### config.mk
export PLATFORM = sky130hd
export DESIGN_NAME = bcd_digit_scanner
export DESIGN_NICKNAME = d
export VERILOG_FILES = /design/src/rtl/bcd_digit_scanner.sv
export SDC_FILE = /design/constraint.sdc
export NUM_CORES = 1
export LEC_CHECK = 0
export BUFFER_PORTS_ARGS = -buffer_cell sky130_fd_sc_hd__clkbuf_2
export CORE_MARGIN = 2
export CORE_UTILIZATION = 30
export DETAILED_ROUTE_END_ITERATION = 10
export GPL_TIMING_DRIVEN = 0
export PLACE_DENSITY = 0.48
export SLEW_MARGIN = 10
export SYNTH_ARGS = -nofsm -noshare
export SYNTH_HDL_FRONTEND = slang
export SYNTH_SLANG_ARGS = --single-unit
### constraint.sdc
create_clock -name i_clock -period 5.2 [get_ports i_clock]
set_clock_uncertainty 0.2 [all_clocks]
set_input_delay 0.52 -clock i_clock [delete_from_list [all_inputs] [get_ports i_clock]]
set_output_delay 0.52 -clock i_clock [all_outputs]
set_load 0.005 [all_outputs]
### src/rtl/bcd_digit_scanner.sv
// Sequential double-dabble binary-to-BCD converter with a time-multiplexed
// four-digit scan output, leading-zero blanking and overflow indication.
module bcd_digit_scanner #(
    parameter int SCAN_DIV = 50000
) (
    input  logic        i_clock,
    input  logic        i_reset,
    input  logic        i_load,
    input  logic [13:0] i_value,
    input  logic        i_blank_zeros,
    output logic        o_busy,
    output logic [4:0]  o_digit_code,
    output logic [3:0]  o_digit_sel
);
    localparam int PW = $clog2(SCAN_DIV);

    typedef enum logic [1:0] {
        S_IDLE,
        S_CONVERT,
        S_COMMIT
    } state_t;

    state_t        r_state;
    state_t        w_next_state;
    logic [3:0]    r_step;
    logic [13:0]   r_shift;
    logic [15:0]   r_scratch;
    logic [15:0]   w_adj;
    logic          r_ovf_pend;
    logic          r_blank_pend;
    logic [15:0]   r_disp;
    logic          r_ovf;
    logic          r_blank;
    logic [PW-1:0] r_presc;
    logic [1:0]    r_idx;
    logic [3:0]    w_nib;
    logic          w_upper_zero;

    always_ff @(posedge i_clock or posedge i_reset) begin
        if (i_reset) r_state <= S_IDLE;
        else         r_state <= w_next_state;
    end

    always_comb begin
        w_next_state = r_state;
        case (r_state)
            S_IDLE:    if (i_load) w_next_state = S_CONVERT;
            S_CONVERT: if (r_step == 4'd13) w_next_state = S_COMMIT;
            S_COMMIT:  w_next_state = S_IDLE;
            default:   w_next_state = S_IDLE;
        endcase
    end

    // Add-3 correction on every BCD nibble that would reach >= 10 after the shift
    always_comb begin
        w_adj = r_scratch;
        for (int k = 0; k < 4; k++) begin
            if (r_scratch[4*k +: 4] >= 4'd5) w_adj[4*k +: 4] = r_scratch[4*k +: 4] + 4'd3;
        end
    end

    always_ff @(posedge i_clock or posedge i_reset) begin
        if (i_reset) begin
            r_step       <= '0;
            r_shift      <= '0;
            r_scratch    <= '0;
            r_ovf_pend   <= 1'b0;
            r_blank_pend <= 1'b0;
            r_disp       <= '0;
            r_ovf        <= 1'b0;
            r_blank      <= 1'b0;
        end else begin
            case (r_state)
                S_IDLE: begin
                    if (i_load) begin
                        r_shift      <= i_value;
                        r_blank_pend <= i_blank_zeros;
                        r_ovf_pend   <= (i_value > 14'd9999);
                        r_scratch    <= '0;
                        r_step       <= '0;
                    end
                end
                S_CONVERT: begin
                    {r_scratch, r_shift} <= {w_adj, r_shift} << 1;
                    r_step               <= r_step + 4'd1;
                end
                S_COMMIT: begin
                    r_disp  <= r_scratch;
                    r_ovf   <= r_ovf_pend;
                    r_blank <= r_blank_pend;
                end
                default: ;
            endcase
        end
    end

    // Scan timing is free-running and never disturbed by conversions
    always_ff @(posedge i_clock or posedge i_reset) begin
        if (i_reset) begin
            r_presc <= '0;
            r_idx   <= '0;
        end else if (r_presc == PW'(SCAN_DIV - 1)) begin
            r_presc <= '0;
            r_idx   <= r_idx + 2'd1;
        end else begin
            r_presc <= r_presc + 1'b1;
        end
    end

    always_comb begin
        w_nib        = r_disp[{r_idx, 2'b00} +: 4];
        w_upper_zero = ((r_disp >> {r_idx, 2'b00}) == 16'd0);
        o_busy       = (r_state != S_IDLE);
        o_digit_code = r_ovf ? 5'h1F : {1'b0, w_nib};
        o_digit_sel  = 4'b0001 << r_idx;
        if (r_blank && !r_ovf && (r_idx != 2'd0) && w_upper_zero) o_digit_sel = 4'b0000;
    end
endmodule
==> flow_summary.yaml <==
run_status:
  run_status: "complete, no violations"
clocking:
  clock_sinks: 74
  cts-buffers-inserted: 9
  cts_resized: 0
  cts.clk_slew.worst_paths_ns: 0.06
  cts_setup_buffers: 0
  htreeDepth: 3
  insertion_delay_ns: 0.33
  clock-root-buffer: "clkbuf_16"
  cts_tree: "yes"
  clk_path_buf_depth: 2
worst_hold_path:
  hp-class: "in2reg"
power_and_ir_drop:
  powerDensity_nw_per_um2: 541.0
  ir_drop_v: 0.0002402
  p_leak_uw: 0.001896
drt:
  wire_per_inst_um: 14.45
  vias: 2635
  drt_iter0_markers: 95
  final_antenna_net_count: 0
  drt-total-wl_mm: 7.786
  vias_per_cell: 4.889
  drcViolationCount: 0
  dr.pass1.iters: 4
synthesis:
  syn_nets: 380
  synth_edf_count: 0
  yosys.area.top_type: "dfrtp_1"
  ys_seq_area_share_pct: 50.89
  ys_types: 43
  post_synth_and_or_nand_nor_area_fraction_pct: 17.37
  avgSynthCellArea_um2: 10.49
  muxShareOfSynthArea_pct: 7.050
  synth_cells: 347
  async_reset_ff_share_pct: 100.0
  yosys_warnings: 0
  synth_top_family_by_area: "simple AND/OR/NAND/NOR gates"
  synth_compound_area_share_pct: 11.76
  synthAdderAreaFrac_pct: 5.158
  synth_seq_cells: 74
  synth_xor_area_share_pct: 4.092
  synth_area_leaders: "dfrtp_1 (51%), ha_1 (5.2%), mux2_2 (4.6%)"
  synth_area_um2: 3638
  synth-main-ff-cell: "dfrtp_1"
  yosysTopAreaCellShare_pct: 50.89
global_routing:
  grt_max_degree: 51
  overflow: 0
  antenna_found_initial: 0
  track_usage_pct: 13.22
  grt_pass1_vias: 2734
  grt_pass1_wl_mm: 13.62
floorplanning:
  start_util_pct: 30.55
  die-width_um: 114.1
  die-area_um2: 13030
  io_pins: 28
  core_um2: 11910
  dieHeight_um: 114.1
  num_rows: 40
cells_and_area:
  syn_to_final_growth_pct: 19.60
  fin_cells: 539
  layout-drive-gt1-share_pct: 18.88
  diodes: 0
  finalNetCount: 420
sta:
  maxSlewViolCount: 0
  fin_hold_ws_ns: 0.2228
  final_hold_viol_count: 0
  slew_headroom_pct: 64.60
  period_minus_slack_ns: 3.478
  setup_viol: 0
  min_period_over_period_pct: 66.88
  fin_tns_setup_ns: 0
  rsz0062_at_grt: "no"
  fmax_mhz: 287.6
  worst_slew_pin_slew_ns: 0.5311
worst_setup_path:
  worstSetupPathType: "reg2out"
  crit_end: "o_digit_sel[1]"
  startpoint: "r_idx[1]"
  cp-end-kind: "primary output"
  path_cells: "clkbuf_1 > inv_1 > ha_1 > or3b_2 > a211o_1 > a2111oi_4 > nor2b_1 > clkbuf_2"
  startpoint_type: "flip-flop"
  worst_r2r_path_depth: 6
  crit_slowest_cell: "or3b_2"
  r2r-end: "r_shift[9]"
  crit_arrival_ns: 2.76
  critical_path.max_fanout: 6
  r2r-start: "r_state[0]"
  rrSetupSlack_ns: 3.03
  cp_data_required_time_ns: 4.48
  slowest_delay_ns: 0.44
placed_design:
  place_congestion: 0.7615
  dp_hpwl_mm: 5.569
  dp_cells: 522
  portBuffers: 27
run:
  drv_cap: 0
-- placed cells by master (no fill, tap or decap), types with 3 or more instances in the layout --
master	netlist	layout
nand4_1	6	6
xnor2_1	9	9
clkbuf_2	0	27
o31ai_1	5	5
o21ai_0	31	31
ha_1	15	15
nand2b_1	6	6
xor2_1	8	8
dfrtp_1	74	74
o22ai_1	13	13
nor2_1	37	37
buf_1	3	3
inv_1	13	12
bufinv_16	0	3
nor2b_1	7	7
clkbuf_1	12	13
a21oi_1	8	8
nor3b_1	3	3
mux4_2	3	3
nand2_1	16	16
mux2_2	15	15
and4_1	3	3
nand3_1	24	24
a32o_1	4	4
clkbuf_16	0	9
nor4_1	4	4
or2_2	4	4
-- cells by family after synthesis --
family	after synthesis
AO/OA/AOI/OAI	68
XOR/XNOR	17
adder cells (fa/ha/maj)	15
buffers and inverters	32
flip-flops	74
multiplexers	20
AND/OR/NAND/NOR	121
-- cell usage after synthesis (4+ instances only) --
| cell | instances |
|---|---|
| o21ai_0 | 31 |
| clkbuf_1 | 12 |
| o31ai_1 | 5 |
| inv_1 | 13 |
| ha_1 | 15 |
| nor2b_1 | 7 |
| o22ai_1 | 13 |
| or2_2 | 4 |
| nand4_1 | 6 |
| a32o_1 | 4 |
| xor2_1 | 8 |
| mux2_2 | 15 |
| nor4_1 | 4 |
| nor2_1 | 37 |
| nand3_1 | 24 |
| dfrtp_1 | 74 |
| nand2_1 | 16 |
| nand2b_1 | 6 |
| a21oi_1 | 8 |
| xnor2_1 | 9 |
-- worst min path at each step --
stage / from / end / depth (start not counted)
detailed placement: r_shift[13] / r_scratch[0] / 2
finish: i_value[0] / r_shift[0] / 3
global route: i_blank_zeros / r_blank_pend / 2
CTS: i_value[0] / r_shift[0] / 3
floorplan: r_shift[13] / r_scratch[0] / 2
global placement: r_step[3] / r_step[3] / 1
-- metal layers --
metal  GRT usage, %  vias to the layer above  wire (µm)
met5              0                        -          0
met2          19.68                       33       3429
met4          4.146                        0        112
met1          18.77                     1283       4020
met3          3.600                        8        224
li1               -                     1311          -
-- where the power goes --
group | leakage (µW) | total [µW] | switching, µW | internal [µW]
clock | 0.000169 | 730 | 234 | 495
sequential | 0.000908 | 906 | 146 | 759
combinational | 0.000819 | 719 | 392 | 326
total | 0.00190 | 2350 | 773 | 1580
-- stage by stage --
stage / setup slack (ns) / instance area, µm² / utilization [%] / power (µW)
6_report: 1.722 / 4352 / 36.53 / 2354
5_1_grt: 1.537 / 4352 / 36.53 / 2556
4_1_cts: 1.693 / 4352 / 36.53 / 2388
3_5_place_dp: 2.067 / 3988 / 33.48 / 1646
3_3_place_gp: 1.591 / 3958 / 33.22 / 1622
2_1_floorplan: 2.370 / 3638 / - / 1424
-- state kept, by name, indices dropped and copies added, names as in the netlist --
register      count
r_idx             2
r_ovf             1
r_scratch        16
r_state           2
r_shift          14
r_ovf_pend        1
r_disp           16
r_blank           1
r_presc          16
r_blank_pend      1
r_step            4
-- final cells by class --
| cell class | instances | area, µm² |
|---|---|---|
| repair buffers | 29 | 172.7 |
| inverters | 13 | 51.30 |
| plain buffers | 19 | 85.08 |
| clock buffers | 12 | 256.5 |
| well taps | 147 | 183.9 |
| clock inverters | 4 | 97.59 |
| flip-flops and latches | 74 | 1852 |
| fillers | 1222 | 7560 |
| multi-input cells | 241 | 1653 |
-- critical path, delay by kind of cell, from the launching register on --
kind	cells	cell delay, ns
AOI/OAI and AO/OA	2	0.69
adders and majority gates	1	0.23
buffers and inverters	3	0.60
DFF	1	0.38
and+or+nand+nor	2	0.52
-- timing repair --
| item | in CTS | in global routing |
|---|---|---|
| hold endpoints to repair | 24 | 0 |
| hold buffers | 1 | 0 |
| setup endpoints to repair | 0 | 0 |
Note: power is estimated with default switching activity, not from simulation.
